[config.mk]
export PLATFORM = sky130hd
export DESIGN_NAME = whitening_sequencer_flat
export DESIGN_NICKNAME = d
export VERILOG_FILES = /design/src/rtl/whitening_pkg.sv /design/src/rtl/whitening_sequencer_if.sv /design/src/rtl/busy_watch.sv /design/src/rtl/whitening_sequencer.sv /design/src/flat_wrapper.sv
export SDC_FILE = /design/constraint.sdc
export NUM_CORES = 1
export LEC_CHECK = 0
export ABC_AREA = 1
export ABC_CLOCK_PERIOD_IN_PS = 1900
export CORE_MARGIN = 3
export CORE_UTILIZATION = 50
export CTS_CLUSTER_SIZE = 14
export DETAILED_ROUTE_END_ITERATION = 6
export GPL_TIMING_DRIVEN = 0
export HOLD_SLACK_MARGIN = 0.15
export PLACE_DENSITY = 0.74
export SYNTH_ARGS = -nofsm -noshare
export SYNTH_HDL_FRONTEND = slang
export SYNTH_HIERARCHICAL = 1
export SYNTH_SLANG_ARGS = --single-unit
[constraint.sdc]
create_clock -name CLK_whitening -period 1.9 [get_ports CLK_whitening]
set_input_delay 0.38 -clock CLK_whitening [delete_from_list [all_inputs] [get_ports CLK_whitening]]
set_output_delay 0.38 -clock CLK_whitening [all_outputs]
set_load 0.01 [all_outputs]
[src/rtl/whitening_pkg.sv]
// whitening_pkg: shared state encoding and default sizes for the whitening datapath
//   state_t        : sequencer states, 4-bit, IDLE=0 DONE=11 ERR=12
//   ADDR_W_DEF     : default ROM address width
//   N_SAMPLES_DEF  : default samples per ROM pass
package whitening_pkg;
    localparam int ADDR_W_DEF    = 14;
    localparam int N_SAMPLES_DEF = 16384;
    typedef enum logic [3:0] {
        IDLE       = 4'd0,
        CEN_GO     = 4'd1,
        CEN_STREAM = 4'd2,
        CEN_WAIT   = 4'd3,
        COV_GO     = 4'd4,
        COV_STREAM = 4'd5,
        COV_WAIT   = 4'd6,
        QR_GO      = 4'd7,
        QR_WAIT    = 4'd8,
        MUL_STREAM = 4'd9,
        MUL_FLUSH  = 4'd10,
        DONE       = 4'd11,
        ERR        = 4'd12
    } state_t;
endpackage

[src/rtl/whitening_sequencer_if.sv]
// whitening_sequencer_if: sequencer <-> stage blocks bundle
//   master (sequencer): drives rom_addr/rom_en/sample_valid, go_* pulses, en_multi/en_mem3; reads *_busy
//   slave  (stages)   : the reverse
interface whitening_sequencer_if #(parameter int ADDR_W = 14);
    logic [ADDR_W-1:0] rom_addr;
    logic rom_en, sample_valid, go_cen, go_cov, go_qr, en_multi, en_mem3;
    logic cen_busy, cov_busy, qr_busy;
    modport master(output rom_addr, rom_en, sample_valid, go_cen, go_cov, go_qr, en_multi, en_mem3,
                   input cen_busy, cov_busy, qr_busy);
    modport slave(input rom_addr, rom_en, sample_valid, go_cen, go_cov, go_qr, en_multi, en_mem3,
                  output cen_busy, cov_busy, qr_busy);
endinterface

[src/rtl/busy_watch.sv]
// busy_watch: waits for busy to rise then fall, with a watchdog on the whole wait
//   clk, rst_n : clock, async active-low reset
//   clear      : held high outside a wait state; restarts tracker and watchdog
//   busy       : busy flag of the stage being waited on
//   finished   : busy was seen high and is now low
//   timeout    : watchdog reached TIMEOUT cycles in this wait
module busy_watch #(
    parameter int TIMEOUT = 65535,
    parameter int TO_W    = 16
) (
    input  logic clk,
    input  logic rst_n,
    input  logic clear,
    input  logic busy,
    output logic finished,
    output logic timeout
);
    logic            seen;
    logic [TO_W-1:0] cnt;
    // the wait cycle with cnt == TIMEOUT-1 is the TIMEOUT-th one
    assign timeout  = cnt == TO_W'(TIMEOUT - 1);
    assign finished = seen & ~busy;
    always_ff @(posedge clk or negedge rst_n) begin
        if (!rst_n) begin
            seen <= 1'b0;
            cnt  <= '0;
        end else if (clear) begin
            seen <= 1'b0;
            cnt  <= '0;
        end else begin
            seen <= seen | busy;
            if (!timeout) cnt <= cnt + 1'b1;
        end
    end
endmodule

[src/rtl/whitening_sequencer.sv]
// whitening_sequencer: clock-enable sequencer for ROM -> centering -> covariance -> QR -> multiply/store
//   CLK_whitening, RST_whitening_n : clock, async active-low reset
//   GO_whitening                   : start request, honoured in IDLE/DONE/ERR
//   New_one                        : abort to IDLE, beats GO_whitening
//   bus (master)                   : ROM address stream, stage go pulses/enables, stage busy inputs
//   Whitening_busy/done/err        : run status
//   state_dbg                      : current state encoding
module whitening_sequencer
    import whitening_pkg::*;
#(
    parameter int N_SAMPLES = N_SAMPLES_DEF,
    parameter int ADDR_W    = ADDR_W_DEF,
    parameter int TIMEOUT   = 65535,
    parameter int TO_W      = 16
) (
    input  logic                  CLK_whitening,
    input  logic                  RST_whitening_n,
    input  logic                  GO_whitening,
    input  logic                  New_one,
    whitening_sequencer_if.master bus,
    output logic                  Whitening_busy,
    output logic                  Whitening_done,
    output logic                  Whitening_err,
    output logic [3:0]            state_dbg
);
    state_t state, nxt;
    logic   in_wait, wbusy, finished, timeout, last;
    assign last    = bus.rom_addr == ADDR_W'(N_SAMPLES - 1);
    assign in_wait = state inside {CEN_WAIT, COV_WAIT, QR_WAIT};
    assign wbusy   = state == CEN_WAIT ? bus.cen_busy : state == COV_WAIT ? bus.cov_busy : bus.qr_busy;
    busy_watch #(.TIMEOUT(TIMEOUT), .TO_W(TO_W)) u_watch (
        .clk(CLK_whitening), .rst_n(RST_whitening_n), .clear(!in_wait),
        .busy(wbusy), .finished(finished), .timeout(timeout)
    );
    always_comb begin
        nxt = state;
        case (state)
            IDLE, DONE, ERR: if (GO_whitening) nxt = CEN_GO;
            CEN_GO:          nxt = CEN_STREAM;
            CEN_STREAM:      if (last) nxt = CEN_WAIT;
            CEN_WAIT:        nxt = finished ? COV_GO : timeout ? ERR : state;
            COV_GO:          nxt = COV_STREAM;
            COV_STREAM:      if (last) nxt = COV_WAIT;
            COV_WAIT:        nxt = finished ? QR_GO : timeout ? ERR : state;
            QR_GO:           nxt = QR_WAIT;
            QR_WAIT:         nxt = finished ? MUL_STREAM : timeout ? ERR : state;
            MUL_STREAM:      if (last) nxt = MUL_FLUSH;
            // sample_valid is high only in the first flush cycle, so its fall marks the second
            MUL_FLUSH:       if (!bus.sample_valid) nxt = DONE;
            default:         nxt = IDLE;
        endcase
        if (New_one) nxt = IDLE;
    end
    assign bus.go_cen   = state == CEN_GO;
    assign bus.go_cov   = state == COV_GO;
    assign bus.go_qr    = state == QR_GO;
    assign bus.rom_en   = state inside {CEN_STREAM, COV_STREAM, MUL_STREAM};
    assign bus.en_multi = bus.sample_valid & (state inside {MUL_STREAM, MUL_FLUSH});
    assign Whitening_busy = !(state inside {IDLE, DONE, ERR});
    assign Whitening_done = state == DONE;
    assign Whitening_err  = state == ERR;
    assign state_dbg      = state;
    always_ff @(posedge CLK_whitening or negedge RST_whitening_n) begin
        if (!RST_whitening_n) begin
            state            <= IDLE;
            bus.rom_addr     <= '0;
            bus.sample_valid <= 1'b0;
            bus.en_mem3      <= 1'b0;
        end else begin
            state            <= nxt;
            // an abort kills the delayed enables too, so nothing is left high in IDLE
            bus.sample_valid <= bus.rom_en & ~New_one;
            bus.en_mem3      <= bus.en_multi & ~New_one;
            if (nxt inside {IDLE, CEN_GO, COV_GO, QR_GO}) bus.rom_addr <= '0;
            else if (bus.rom_en && !last) bus.rom_addr <= bus.rom_addr + 1'b1;
        end
    end
endmodule

[src/flat_wrapper.sv]
// flat-port wrapper written by rule: the top's interface ports become plain ports
module whitening_sequencer_flat import whitening_pkg::*;
#(
    parameter int N_SAMPLES = N_SAMPLES_DEF,
    parameter int ADDR_W    = ADDR_W_DEF,
    parameter int TIMEOUT   = 65535,
    parameter int TO_W      = 16
)
  (CLK_whitening, RST_whitening_n, GO_whitening, New_one, Whitening_busy, Whitening_done, Whitening_err, state_dbg, bus_rom_addr, bus_rom_en, bus_sample_valid, bus_go_cen, bus_go_cov, bus_go_qr, bus_en_multi, bus_en_mem3, bus_cen_busy, bus_cov_busy, bus_qr_busy);
  whitening_sequencer_if #(.ADDR_W(ADDR_W)) bus_i ();
  input  logic CLK_whitening;
  input  logic RST_whitening_n;
  input  logic GO_whitening;
  input  logic New_one;
  output logic Whitening_busy;
  output logic Whitening_done;
  output logic Whitening_err;
  output logic [3:0] state_dbg;
  output wire logic [$bits(bus_i.rom_addr)-1:0] bus_rom_addr;
  output wire logic [$bits(bus_i.rom_en)-1:0] bus_rom_en;
  output wire logic [$bits(bus_i.sample_valid)-1:0] bus_sample_valid;
  output wire logic [$bits(bus_i.go_cen)-1:0] bus_go_cen;
  output wire logic [$bits(bus_i.go_cov)-1:0] bus_go_cov;
  output wire logic [$bits(bus_i.go_qr)-1:0] bus_go_qr;
  output wire logic [$bits(bus_i.en_multi)-1:0] bus_en_multi;
  output wire logic [$bits(bus_i.en_mem3)-1:0] bus_en_mem3;
  input wire logic [$bits(bus_i.cen_busy)-1:0] bus_cen_busy;
  input wire logic [$bits(bus_i.cov_busy)-1:0] bus_cov_busy;
  input wire logic [$bits(bus_i.qr_busy)-1:0] bus_qr_busy;
  assign bus_rom_addr = bus_i.rom_addr;
  assign bus_rom_en = bus_i.rom_en;
  assign bus_sample_valid = bus_i.sample_valid;
  assign bus_go_cen = bus_i.go_cen;
  assign bus_go_cov = bus_i.go_cov;
  assign bus_go_qr = bus_i.go_qr;
  assign bus_en_multi = bus_i.en_multi;
  assign bus_en_mem3 = bus_i.en_mem3;
  assign bus_i.cen_busy = bus_cen_busy;
  assign bus_i.cov_busy = bus_cov_busy;
  assign bus_i.qr_busy = bus_qr_busy;
  whitening_sequencer #(.N_SAMPLES(N_SAMPLES), .ADDR_W(ADDR_W), .TIMEOUT(TIMEOUT), .TO_W(TO_W)) u_core (.CLK_whitening(CLK_whitening), .RST_whitening_n(RST_whitening_n), .GO_whitening(GO_whitening), .New_one(New_one), .bus(bus_i), .Whitening_busy(Whitening_busy), .Whitening_done(Whitening_done), .Whitening_err(Whitening_err), .state_dbg(state_dbg));
endmodule
==> results <==
[routing by layer]
layer	up-vias	global-route usage (%)	part of all wire, %
met1	1322	30.5	39
li1	1324	-	-
met3	36	3.52	6.1
met2	134	41.5	50
met5	-	0	0
met4	0	8.15	4.6
[worst register-to-register path: cells and delay by family, from the launching register on]
| family | cells | cell delay, ps |
|---|---|---|
| AND/OR/NAND/NOR | 13 | 1400 |
| flip-flops | 1 | 480 |
| buffers and inverters | 2 | 220 |
| AO/OA/AOI/OAI | 2 | 130 |
[area by class of cell]
class	count	area (µm²)	area share, %
multi-input combinational	269	1690	45.0
sequential	37	932	24.9
timing repair buffer	79	687	18.3
inverter	53	220	5.88
clock buffer	7	86.3	2.30
tap	67	83.8	2.24
buffer	4	50.0	1.34
[cell usage in the layout (no fill, tap or decap), types with 4 or more instances in the layout]
| cell type | instances |
|---|---|
| sky130_fd_sc_hd__nor2_2 | 8 |
| sky130_fd_sc_hd__or2_2 | 6 |
| sky130_fd_sc_hd__nand2_2 | 29 |
| sky130_fd_sc_hd__inv_1 | 39 |
| sky130_fd_sc_hd__xor2_1 | 8 |
| sky130_fd_sc_hd__nor2_4 | 9 |
| sky130_fd_sc_hd__clkbuf_2 | 5 |
| sky130_fd_sc_hd__clkbuf_8 | 6 |
| sky130_fd_sc_hd__buf_6 | 11 |
| sky130_fd_sc_hd__nand3_2 | 6 |
| sky130_fd_sc_hd__dfrtp_1 | 32 |
| sky130_fd_sc_hd__a21oi_2 | 13 |
| sky130_fd_sc_hd__nand2_1 | 73 |
| sky130_fd_sc_hd__nor2_1 | 37 |
| sky130_fd_sc_hd__inv_2 | 6 |
| sky130_fd_sc_hd__dfrtp_2 | 5 |
| sky130_fd_sc_hd__nand2_4 | 7 |
| sky130_fd_sc_hd__clkdlybuf4s50_1 | 25 |
| sky130_fd_sc_hd__nand3_1 | 29 |
| sky130_fd_sc_hd__buf_4 | 36 |
| sky130_fd_sc_hd__nor3_1 | 4 |
| sky130_fd_sc_hd__inv_4 | 6 |
| sky130_fd_sc_hd__nand4_1 | 8 |
| sky130_fd_sc_hd__nand3_4 | 5 |
[state kept, by name, summed over array words and instances, names as in the netlist]
signal and count:
u_core/bus.en_mem3 1, u_core/bus.rom_addr 14, u_core/bus.sample_valid 1, u_core/state_dbg 4
u_core/u_watch/cnt 16, u_core/u_watch/seen 1
[stage by stage]
stage / setup TNS (ps) / std cells / setup WS (ps) / cell area [µm²] / util [%]
3_3_place_gp: -25440 / 464 / -565 / 2970 / 62.1
2_1_floorplan: -1390 / 363 / -135 / 2550 / -
6_report: -7100 / 516 / -450 / 3750 / 78.3
5_1_grt: -9140 / 516 / -552 / 3750 / 78.3
4_1_cts: -5100 / 492 / -254 / 3340 / 69.7
3_5_place_dp: -10440 / 464 / -525 / 2970 / 62.0
[logic make-up (layout without fill, tap and decap cells)]
kind of cell,Yosys count,in the layout,synth area share (%)
buf+inv,57,143,9.24
fa+ha+maj,3,3,1.50
xor+xnor,9,9,3.15
flops,37,37,37.0
simple gates,223,223,41.0
mux,1,1,0.450
compound gates,33,33,7.74
[what timing repair did]
action                     in CTS  in global routing
gates resized for setup        49                 80
hold endpoints to repair        0                  0
pin swaps                      22                 33
cloned                          1                  1
setup buffers                  20                 23
setup endpoints to repair      40                 38
[final timing paths]
path,from,to,slack [ps],depth (start not counted)
max,u_core/state_dbg[3],u_core/bus.rom_addr[9],-450,17
min,RST_whitening_n,u_core/u_watch/cnt[0],180,1
max reg2reg,u_core/state_dbg[3],u_core/bus.rom_addr[9],-450,17
min reg2reg,u_core/u_watch/seen,u_core/u_watch/seen,510,2
max in group asynchronous,RST_whitening_n,u_core/state_dbg[0],1140,1
min in group CLK_whitening,u_core/u_watch/seen,u_core/u_watch/seen,510,2
[power groups by stage]
stage	logic (mW)	registers, mW	clock network (mW)
3_3_place_gp	0.307	0.844	0
5_1_grt	0.583	0.830	0.601
6_report	0.557	0.828	0.560
2_1_floorplan	0.179	0.844	0
3_5_place_dp	0.308	0.845	0
4_1_cts	0.404	0.826	0.570
==> impl_metrics.csv <==
group,metric,value,unit
status,run_status,"complete, but fails checks",
status,violations,"setup timing",
sta,max_slew.worst_pin.slew,828,ps
logic_synthesis,synth.yosys.warnings,6,
logic_synthesis,synth.avg_cell_area,6.90,µm²
route,dr.first_iter.drc_count,214,
min_path,min-delay-path-class,"primary input to asynchronous set/reset pin",
critical_path,endpoint_kind_of_the_worst_setup_timing_path,"register",
clocking,cts_buffer_depth,2,
logic_synthesis,syn_nets,373,
placement,half_perimeter_wire_length_after_detailed_placement,4.41,mm
placement,port_buffer_count,34,
clocking,tritoncts,"done",
sta,fmax,0.425,GHz
logic_synthesis,synth.lib_cells_used.distinct,35,
sta,final_hold_viol_count,0,
route,totalWireLength,8.37,mm
die,floorplan.die.width,76.8,µm
logic_synthesis,synth_area,0.00250,mm²
sta,final_max_slew_viol_count,0,
route,drc,0,
power,cell_internal_pwr,1.33,mW
power,power.share.switching,31.7,%
sta,rsz0062_at_grt,"true",
route,routed_via_density,5.46,
logic_synthesis,netlist.area_leader.share,37.0,%
logic_synthesis,synthTopCellsByArea,"sky130_fd_sc_hd__dfrtp_1 37%, sky130_fd_sc_hd__nand2_1 14%, sky130_fd_sc_hd__nand3_1 7.8%",
grt,vias_in_the_first_global_route,2563,
die,die_height,76.8,µm
logic_synthesis,synthTopCellsByCount,"94 x sky130_fd_sc_hd__nand2_1, 46 x sky130_fd_sc_hd__inv_1, 45 x sky130_fd_sc_hd__nor2_1, 39 x sky130_fd_sc_hd__nand3_1, 37 x sky130_fd_sc_hd__dfrtp_1",
sta,setup_viol,22,
die,design.die.area,0.00590,mm²
power,power.density,519,mW/mm²
route,drt-pass1-iter-count,5,
finish,final_nets,459,
power,p_total,1.94,mW
logic_synthesis,synth.largest_area_cell,"sky130_fd_sc_hd__dfrtp_1",
power,clkPwrFrac,28.8,%
logic_synthesis,yosys_most_used_dff,"sky130_fd_sc_hd__dfrtp_1",
clocking,post_cts_hold_buffer_count,0,
clocking,cts-buffers-inserted,5,
route,dr_total_vias,2816,
critical_path,cpLargestDelayFamily,"simple AND/OR/NAND/NOR gates",
clocking,cts.sink_count,37,
logic_synthesis,number_of_flops_mapped_to_enable_cells_by_yosys,0,
sta,final.setup_skew,3.58,ps
power,power.ir.vdd_worst,0.000433,V
critical_path,crit_required,2080,ps
finish,fill_cells,326,
sta,hold_slack,179,ps
grt,grt_max_degree,38,
grt,global_route.overflow_total,0,
route,drtAntennaViolNets,0,
critical_path,startpoint_type,"register",
logic_synthesis,yosysMostFrequentCell,"sky130_fd_sc_hd__nand2_1",
power,comb_power_share,28.6,%
logic_synthesis,synth-seq-cells,37,
logic_synthesis,synthesis.instances,363,
power,static-leakage-power,1.83,nW
sta,timing.final.ws_setup,-450,ps
critical_path,worstSetupPathType,"register to register",
finish,drive_above_1_share,39.2,%
route,routedWlPerCell,16.2,µm
die,placeableCoreArea,0.00479,mm²
die,floorplan.rows,25,
clocking,buffer_cell_driving_the_clock_tree_root,"sky130_fd_sc_hd__clkbuf_8",
finish,syn2layout_area_growth,49.6,%
finish,diodes,0,
critical_path,max_stage_delay,480,ps
critical_path,cell_type_of_the_slowest_stage_on_the_worst_timing_path,"sky130_fd_sc_hd__dfrtp_2",
grt,wire_length_of_the_first_global_routing_pass,11.6,mm
clocking,clk_transition_reported_paths,70,ps
power,seqPwrFrac,42.6,%
run,max-cap-violations,0,
critical_path,cells_traversed_along_the_worst_timing_path,"nor2_4 > nand2_4 > nor2_1 > a21oi_4 > nor2_4 > inv_4 > nand3_4 > nand3_2 > nand2_1 > nand2_1 > nand2_1 > nand2_2 > nand2_2 > nand2_2 > nand2_4 > buf_6 > a21oi_2",
sta,fin_crit,2350,ps
grt,grt.total_usage,24.0,%
grt,grt_antenna_before_repair,0,
logic_synthesis,async_set_or_reset_register_ratio_after_synthesis,100,%
placement,gp_congestion,0.926,
critical_path,cp.buffers_inverters,2,
sta,slew_headroom,44.8,%
sta,finalCritPeriodShare,124,%
clocking,clock_insertion_delay_worst_skew,290,ps
critical_path,arrival,2530,ps
critical_path,crit_path_max_fanout,5,
power,switchingPower,0.617,mW
die,num_io_pins,35,
logic_synthesis,sequential_fraction_of_the_synthesis_area,37.0,%
die,initial_core_util,52.3,%
clocking,clock_tree.htree_level_count,2,
Note: power is estimated with default switching activity, not from simulation.
